## src/rtl/cart_ram_sequencer_if.sv

```systemverilog
// Bus bundle between the download/erase/CPU sources and the cartridge RAM sequencer.
// The sequencer takes the slave side; whoever drives downloads and CPU cycles takes master.
interface cart_ram_sequencer_if;
  logic        dl_active;
  logic [7:0]  dl_index;
  logic        dl_wr;
  logic [15:0] dl_addr;
  logic [7:0]  dl_data;
  logic        erase_req;
  logic [15:0] cpu_addr;
  logic        cpu_we_n;
  logic [7:0]  cpu_data;
  logic [15:0] mem_addr;
  logic        mem_we;
  logic [7:0]  mem_data;
  logic        cpu_reset;
  logic        busy;

  modport master (
    output dl_active, dl_index, dl_wr, dl_addr, dl_data, erase_req,
    output cpu_addr, cpu_we_n, cpu_data,
    input  mem_addr, mem_we, mem_data, cpu_reset, busy
  );

  modport slave (
    input  dl_active, dl_index, dl_wr, dl_addr, dl_data, erase_req,
    input  cpu_addr, cpu_we_n, cpu_data,
    output mem_addr, mem_we, mem_data, cpu_reset, busy
  );
endinterface

```

## src/rtl/cart_ram_sequencer.sv

```systemverilog
// Arbitrates the console RAM port between ROM download, a zero-fill erase sweep and the CPU,
// holding the CPU in reset while a load or erase runs and for a settling tail afterwards.
module cart_ram_sequencer #(
  parameter logic [15:0] ERASE_START = 16'h7000,
  parameter logic [15:0] ERASE_END   = 16'hFFFF,
  parameter logic [15:0] CART_OFFSET = 16'hC000,
  parameter int          TAIL_CYCLES = 255
) (
  input  logic                 clk,
  input  logic                 reset,
  cart_ram_sequencer_if.slave  bus
);

  localparam int CW = (TAIL_CYCLES < 1) ? 1 : $clog2(TAIL_CYCLES + 1);

  typedef enum logic [1:0] {IDLE, LOAD, ERASE, TAIL} state_t;

  state_t      state;
  state_t      state_next;
  logic [CW-1:0] tail_cnt;
  logic [15:0] erase_ptr;
  logic        erase_pending;
  logic        erase_req_d;
  logic        erase_edge;

  logic [15:0] mem_addr_c;
  logic        mem_we_c;
  logic [7:0]  mem_data_c;

  assign erase_edge = bus.erase_req & ~erase_req_d;

  // Download always wins; otherwise each mode decides its own exit, and the RAM port
  // is steered purely from the registered mode so nothing adds a cycle of latency.
  always_comb begin
    state_next = state;
    mem_addr_c = bus.cpu_addr;
    mem_data_c = bus.cpu_data;
    mem_we_c   = 1'b0;

    if (bus.dl_active) begin
      state_next = LOAD;
    end else begin
      case (state)
        IDLE:    if (erase_edge) state_next = ERASE;
        LOAD:    state_next = (erase_pending || erase_edge) ? ERASE : TAIL;
        ERASE:   if (erase_ptr == ERASE_END) state_next = TAIL;
        TAIL: begin
          if (erase_edge)            state_next = ERASE;
          else if (tail_cnt == '0)   state_next = IDLE;
        end
        default: state_next = TAIL;
      endcase
    end

    case (state)
      IDLE: mem_we_c = ~bus.cpu_we_n;
      LOAD: begin
        mem_addr_c = (bus.dl_index == 8'd0) ? bus.dl_addr : bus.dl_addr + CART_OFFSET;
        mem_data_c = bus.dl_data;
        mem_we_c   = bus.dl_wr;
      end
      ERASE: begin
        mem_addr_c = erase_ptr;
        mem_data_c = 8'h00;
        mem_we_c   = 1'b1;
      end
      default: mem_we_c = 1'b0;
    endcase
  end

  // Outside an active sweep the pointer parks at ERASE_START, so every sweep (fresh or
  // after an abort) starts from the bottom and the pointer can never wrap past ERASE_END.
  always_ff @(posedge clk) begin
    if (reset) begin
      state         <= TAIL;
      tail_cnt      <= CW'(TAIL_CYCLES);
      erase_ptr     <= ERASE_START;
      erase_pending <= 1'b0;
      erase_req_d   <= 1'b0;
    end else begin
      state       <= state_next;
      erase_req_d <= bus.erase_req;

      if (state_next == TAIL && state != TAIL)
        tail_cnt <= CW'(TAIL_CYCLES);
      else if (state == TAIL && tail_cnt != '0)
        tail_cnt <= tail_cnt - CW'(1);

      if (state == ERASE && state_next == ERASE)
        erase_ptr <= erase_ptr + 16'd1;
      else
        erase_ptr <= ERASE_START;

      if (state_next == ERASE && state != ERASE)
        erase_pending <= 1'b0;
      else if (state == ERASE)
        erase_pending <= 1'b0;
      else if (state == LOAD && erase_edge)
        erase_pending <= 1'b1;
    end
  end

  assign bus.mem_addr  = mem_addr_c;
  assign bus.mem_data  = mem_data_c;
  assign bus.mem_we    = mem_we_c;
  assign bus.cpu_reset = (state != IDLE);
  assign bus.busy      = (state == LOAD) || (state == ERASE);

endmodule

```

## src/flat_wrapper.sv

```systemverilog
// flat-port wrapper written by rule: the top's interface ports become plain ports
module cart_ram_sequencer_flat 
#(
  parameter logic [15:0] ERASE_START = 16'h7000,
  parameter logic [15:0] ERASE_END   = 16'hFFFF,
  parameter logic [15:0] CART_OFFSET = 16'hC000,
  parameter int          TAIL_CYCLES = 255
)
  (clk, reset, bus_dl_active, bus_dl_index, bus_dl_wr, bus_dl_addr, bus_dl_data, bus_erase_req, bus_cpu_addr, bus_cpu_we_n, bus_cpu_data, bus_mem_addr, bus_mem_we, bus_mem_data, bus_cpu_reset, bus_busy);
  cart_ram_sequencer_if bus_i ();
  input  logic clk;
  input  logic reset;
  input wire logic [$bits(bus_i.dl_active)-1:0] bus_dl_active;
  input wire logic [$bits(bus_i.dl_index)-1:0] bus_dl_index;
  input wire logic [$bits(bus_i.dl_wr)-1:0] bus_dl_wr;
  input wire logic [$bits(bus_i.dl_addr)-1:0] bus_dl_addr;
  input wire logic [$bits(bus_i.dl_data)-1:0] bus_dl_data;
  input wire logic [$bits(bus_i.erase_req)-1:0] bus_erase_req;
  input wire logic [$bits(bus_i.cpu_addr)-1:0] bus_cpu_addr;
  input wire logic [$bits(bus_i.cpu_we_n)-1:0] bus_cpu_we_n;
  input wire logic [$bits(bus_i.cpu_data)-1:0] bus_cpu_data;
  output wire logic [$bits(bus_i.mem_addr)-1:0] bus_mem_addr;
  output wire logic [$bits(bus_i.mem_we)-1:0] bus_mem_we;
  output wire logic [$bits(bus_i.mem_data)-1:0] bus_mem_data;
  output wire logic [$bits(bus_i.cpu_reset)-1:0] bus_cpu_reset;
  output wire logic [$bits(bus_i.busy)-1:0] bus_busy;
  assign bus_i.dl_active = bus_dl_active;
  assign bus_i.dl_index = bus_dl_index;
  assign bus_i.dl_wr = bus_dl_wr;
  assign bus_i.dl_addr = bus_dl_addr;
  assign bus_i.dl_data = bus_dl_data;
  assign bus_i.erase_req = bus_erase_req;
  assign bus_i.cpu_addr = bus_cpu_addr;
  assign bus_i.cpu_we_n = bus_cpu_we_n;
  assign bus_i.cpu_data = bus_cpu_data;
  assign bus_mem_addr = bus_i.mem_addr;
  assign bus_mem_we = bus_i.mem_we;
  assign bus_mem_data = bus_i.mem_data;
  assign bus_cpu_reset = bus_i.cpu_reset;
  assign bus_busy = bus_i.busy;
  cart_ram_sequencer #(.ERASE_START(ERASE_START), .ERASE_END(ERASE_END), .CART_OFFSET(CART_OFFSET), .TAIL_CYCLES(TAIL_CYCLES)) u_core (.clk(clk), .reset(reset), .bus(bus_i));
endmodule
```

## config.mk

```make
export PLATFORM = sky130hd
export DESIGN_NAME = cart_ram_sequencer_flat
export DESIGN_NICKNAME = d
export VERILOG_FILES = /design/src/rtl/cart_ram_sequencer_if.sv /design/src/rtl/cart_ram_sequencer.sv /design/src/flat_wrapper.sv
export SDC_FILE = /design/constraint.sdc
export NUM_CORES = 1
export LEC_CHECK = 0
export CORE_ASPECT_RATIO = 1.2
export CORE_MARGIN = 2
export CORE_UTILIZATION = 45
export DETAILED_ROUTE_END_ITERATION = 12
export PLACE_DENSITY = 0.84
export SETUP_SLACK_MARGIN = 0.2
export SLEW_MARGIN = 40
export SYNTH_ARGS = -nofsm -noshare
export SYNTH_HDL_FRONTEND = slang
export SYNTH_SLANG_ARGS = --single-unit
```

## constraint.sdc

```tcl
create_clock -name clk -period 6.1 [get_ports clk]
set_input_delay 0.915 -clock clk [delete_from_list [all_inputs] [get_ports clk]]
set_output_delay 0.915 -clock clk [all_outputs]
set_load 0.01 [all_outputs]
```

# ---- Yosys cells after proc, flatten, opt, wreduce, memory -nomap -nowiden
# Index checks and enable logic that the tools add are counted.
dict set report word_totals {
  ff_bits 28
  input_bits 62
  out_inout_bits 27
  elab_cells 46
}
dict set report op_classes {
  add_sub_neg 3
  eq_ne 8
  mux 11
  bitwise 4
  reduce_logical 15
}
# cell n
set op_table {}
lappend op_table {{one-hot mux 16 bit (2 select lines)} 1}
lappend op_table {{adder 16 x 1 -> 16 bit (second input constant)} 1}
lappend op_table {{adder 16 bit (second input constant)} 1}
lappend op_table {{== test 16 bit (second input constant)} 1}
lappend op_table {{logical NOT 8 bit} 2}
lappend op_table {{two-way mux 16 bit} 1}
lappend op_table {{one-hot mux 8 bit (2 select lines)} 1}
lappend op_table {{two-way mux 2 bit} 5}
lappend op_table {{== test 2 bit (second input constant)} 4}
lappend op_table {{one-hot mux 2 bit (4 select lines)} 1}
lappend op_table {{nonzero test 8 bit} 1}
lappend op_table {{subtractor 8 x 1 -> 8 bit (second input constant)} 1}
lappend op_table {{logical AND 1 bit} 5}
lappend op_table {{inequality test 2 bit (second input constant)} 2}
lappend op_table {{OR reduction 2 bit} 2}
lappend op_table {{inverter 1 bit} 3}
lappend op_table {{one-hot mux 1 bit (3 select lines)} 1}
lappend op_table {{OR reduction 3 bit} 1}
lappend op_table {{== test 2 x 1 -> 1 bit (second input constant)} 1}
lappend op_table {{logical NOT 2 bit} 1}
lappend op_table {{logical OR 1 bit} 2}
lappend op_table {{nonzero test 2 bit} 1}
lappend op_table {{AND 1 bit} 1}
lappend op_table {{two-way mux 1 bit} 1}

# ---- Longest topological paths before layout
dict set report depth {
  depth_word 10
  depth_mapped 8
  depth_no_buf 7
}

# ---- Worst setup path after synthesis
# Ideal clock, no wire load.
dict set report synth_path {
  kind {input to output}
  from {input port bus_dl_index[1]}
  to {output port bus_mem_addr[14]}
  arrival_ns 1.778
  required_ns 5.185
  path_slack_ns 3.407
  stages 5
  n_path_buf 0
  cell_sequence {nor4_1 > nand2_1 > xor2_1 > a22oi_1 > a21oi_1}
}
dict set report synth_via {
  elab_chain_len 3
}
# element line_no
set synth_lines {}
lappend synth_lines {{from (decl)} flat_wrapper.sv:14} ;# input wire logic [$bits(bus_i.dl_index)-1:0] bus_dl_index;
lappend synth_lines {{logical NOT 8 bit} cart_ram_sequencer.sv:58} ;# mem_addr_c = (bus.dl_index == 8'd0) ? bus.dl_addr : bus.dl_addr + CART_OFFSET;
lappend synth_lines {{two-way mux 16 bit} cart_ram_sequencer.sv:58}
lappend synth_lines {{one-hot mux 16 bit (2 select lines)} cart_ram_sequencer.sv:55} ;# case (state)
lappend synth_lines {{to (decl)} flat_wrapper.sv:22} ;# output wire logic [$bits(bus_i.mem_addr)-1:0] bus_mem_addr;
# No other way between the ends.

# ---- Worst setup path after layout
dict set report layout_path {
  from {input port bus_dl_index[5]}
  to {output port bus_mem_addr[14]}
}
# The elaborated chain is that of the path after synthesis.

==> impl_metrics.yaml <==
layout:
  final_cell_mix: "88 x clkdlybuf4s50_1, 40 x nor2_1, 28 x dfxtp_1, 26 x nand2_1, 20 x a21oi_1"
  nets: 407
  drive_gt1_share_pct: 6.548
  antennaDiodeCount: 0
  final_common_cell: "clkdlybuf4s50_1"
  area_growth_pct: 50.26
synth:
  seq_area_frac_synth_pct: 29.13
  synth-main-ff-cell: "dfxtp_1"
  syn_inst: 254
  syn_avg_cell_area_sq_um: 7.576
  synth_cell_types: 45
  async_flop_share_pct: 0
  synth_area_sq_um: 1924
  ys_warn_count: 0
  synthesis.nets: 324
  synth-edff-count: 0
  synth_seq_cells: 28
setup_path:
  worstPathArrival_ns: 2.77
  start_kind: "primary input"
  cp_cell_sequence: "clkdlybuf4s50_1 -> nor4_1 -> nand2_1 -> xor2_1 -> a22oi_1 -> a21oi_1 -> clkdlybuf4s50_1"
  crit_top_cell: "clkdlybuf4s50_1"
  slowest_delay_ns: 0.54
  crit_slowest_cell: "clkdlybuf4s50_1"
  rr_startpoint: "u_core.state[1]"
  cp-end-kind: "primary output"
  cp.required_ns: 5.18
  crit_path_max_fanout: 2
  path_class: "in2out"
  cp_top_family: "buffers and inverters"
  cp-startpoint: "bus_dl_index[5]"
  path_buf_inv: 2
cts:
  cts_tree: "done"
  path_clk_slew_ns: 0.09
  cts_buffers: 3
  clk_latency_ns: 0.27
  cts-resized-gates: 0
  post-cts-setup-buffers: 0
  cts-htree-levels: 1
  cts-root-buf: "clkbuf_8"
  clockBufferDepth: 2
  clock-sinks: 28
  hold_buffers: 0
sta:
  fin_worst_skew_ns: 0.001787
  min_period_ns: 3.681
  max_freq_ghz: 0.2717
  fin_crit_sh_pct: 60.35
  hold_violations: 0
  worst_pin_slew_ns: 0.7451
  maxSlewViolCount: 0
  whs_ns: 0.5156
  relSlewSlack_pct: 50.32
  rsz0062_at_grt: "false"
  setup_viol: 0
  finalSetupTns_ns: 0
die:
  fp.coreArea_sq_um: 4197
  die_h_microns: 75.64
  ios: 89
  dieWidth_microns: 63.70
  die-area_sq_um: 4818
  start_util_pct: 45.86
  fp-row-count: 26
detailed_routing:
  routed_wl_mm: 5.594
  firstDrtPassIters: 4
  drtIter0Drc: 113
  postRouteAntennaNets: 0
  routed_via_density: 5.418
  wl_per_cell_microns: 14.27
  num_vias: 2124
  drc: 0
place:
  gp_congestion: 0.7842
  dpl.hpwl_mm: 4.270
  io_buffers: 88
global_routing:
  grt_max_degree: 43
  grt_use_total_pct: 23.41
  grt_pass1_vias: 1945
  grt-ovfl-total: 0
  antenna_found_initial: 0
  grt_pass1_wl_mm: 8.928
power:
  power.leakage_nw: 1.057
  vdd_ir_drop_max_uv: 136.8
  power_density_nw_per_um2: 183.4
run_status:
  status: "finished clean"
min_path:
  min_from: "u_core.erase_ptr[0]"
  min_path_type: "reg2reg"
job:
  maxCapViolCount: 0
==> synthesized netlist by cell type (2+ instances only) <==
cell,n,area (sq um)
a21oi_1,20,100.1
xor2_1,11,96.34
o21ai_0,10,50.05
nor2_1,40,150.1
nor2b_1,4,25.02
nand2_1,26,97.59
nand4_1,5,31.28
nor4b_1,2,17.52
and4_1,2,17.52
or4_4,3,33.78
buf_1,2,7.510
nor4_1,2,12.51
a22oi_1,15,112.6
xnor2_1,11,96.34
inv_1,13,48.80
nand3_1,6,30.03
clkbuf_1,8,30.03
or2_2,2,12.51
nand2b_1,3,18.77
o211ai_1,2,15.01
nor3_1,4,20.02
dfxtp_1,28,560.5
and3_1,4,25.02
ha_1,8,100.1
nand3b_1,3,22.52
==> logic make-up (layout without fill, tap and decap cells) <==
group           after synthesis  count (layout)  share of synthesized area [%]
flops                        28              28                          29.13
xor+xnor                     22              22                          10.01
compound gates               57              57                          20.16
simple gates                115             115                          30.43
fa+ha+maj                     8               8                          5.202
buf+inv                      24             106                          5.072
==> metal layers <==
| layer | share of wire [%] | wire length (microns) | vias to the layer above | track usage, % |
|---|---|---|---|---|
| met5 | 0 | 0 | - | 0 |
| met4 | 1.4 | 80 | 0 | 8.213 |
| met3 | 10 | 572 | 10 | 4.874 |
| met2 | 47 | 2613 | 116 | 42.22 |
| met1 | 42 | 2327 | 946 | 27.97 |
| li1 | - | - | 1052 | - |
==> through the flow <==
| stage | setup WS [ns] | util [%] | total power [W] | instances | instance area [sq um] |
|---|---|---|---|---|---|
| final | 2.419 | 68.90 | 0.0005302 | 392 | 2892 |
| after CTS | 2.392 | 68.84 | 0.0005350 | 392 | 2889 |
| after global placement | 2.446 | 67.53 | 0.0004195 | 388 | 2834 |
| after detailed placement | 2.390 | 67.53 | 0.0004220 | 388 | 2834 |
| after floorplan | 3.407 | - | 0.0003010 | 254 | 1924 |
| after global routing | 2.232 | 68.90 | 0.0005622 | 392 | 2892 |
==> worst register-to-register path: cells and delay by family (launching register included) <==
| kind | cells | cell delay [ns] |
|---|---|---|
| AOI/OAI and AO/OA | 3 | 0.82 |
| adders and majority gates | 1 | 0.67 |
| and+or+nand+nor | 2 | 0.42 |
| DFF | 1 | 0.34 |
| buffers and inverters | 1 | 0.14 |
==> final cells by class <==
class                   count  area, sq um
clock buffers               4        55.05
fillers                   362         1305
inverters                  13        48.80
multi-input cells         202         1269
flip-flops and latches     28        560.5
well taps                  56        70.07
repair buffers             89        888.4
==> registers in the layout, indices dropped and copies added, names as in the netlist <==
name,count
u_core.erase_ptr,16
u_core.tail_cnt,8
u_core.erase_pending,1
u_core.erase_req_d,1
u_core.state,2
==> final timing paths <==
kind / endpoint / slack [ns] / cells past startpoint
max: bus_mem_addr[14] / 2.42 / 7
min: u_core.erase_ptr[0] / 0.52 / 1
max reg2reg: u_core.erase_pending / 3.63 / 7
min reg2reg: u_core.erase_ptr[0] / 0.52 / 1
==> report_power, final <==
part	total [W]	internal, W	leakage, nW	switching (W)
registers	0.000193	0.000188	0.227	0.00000506
logic	0.000225	0.000124	0.801	0.000102
clock network	0.000112	0.0000577	0.0288	0.0000540
(Power assumes the default switching activity.)
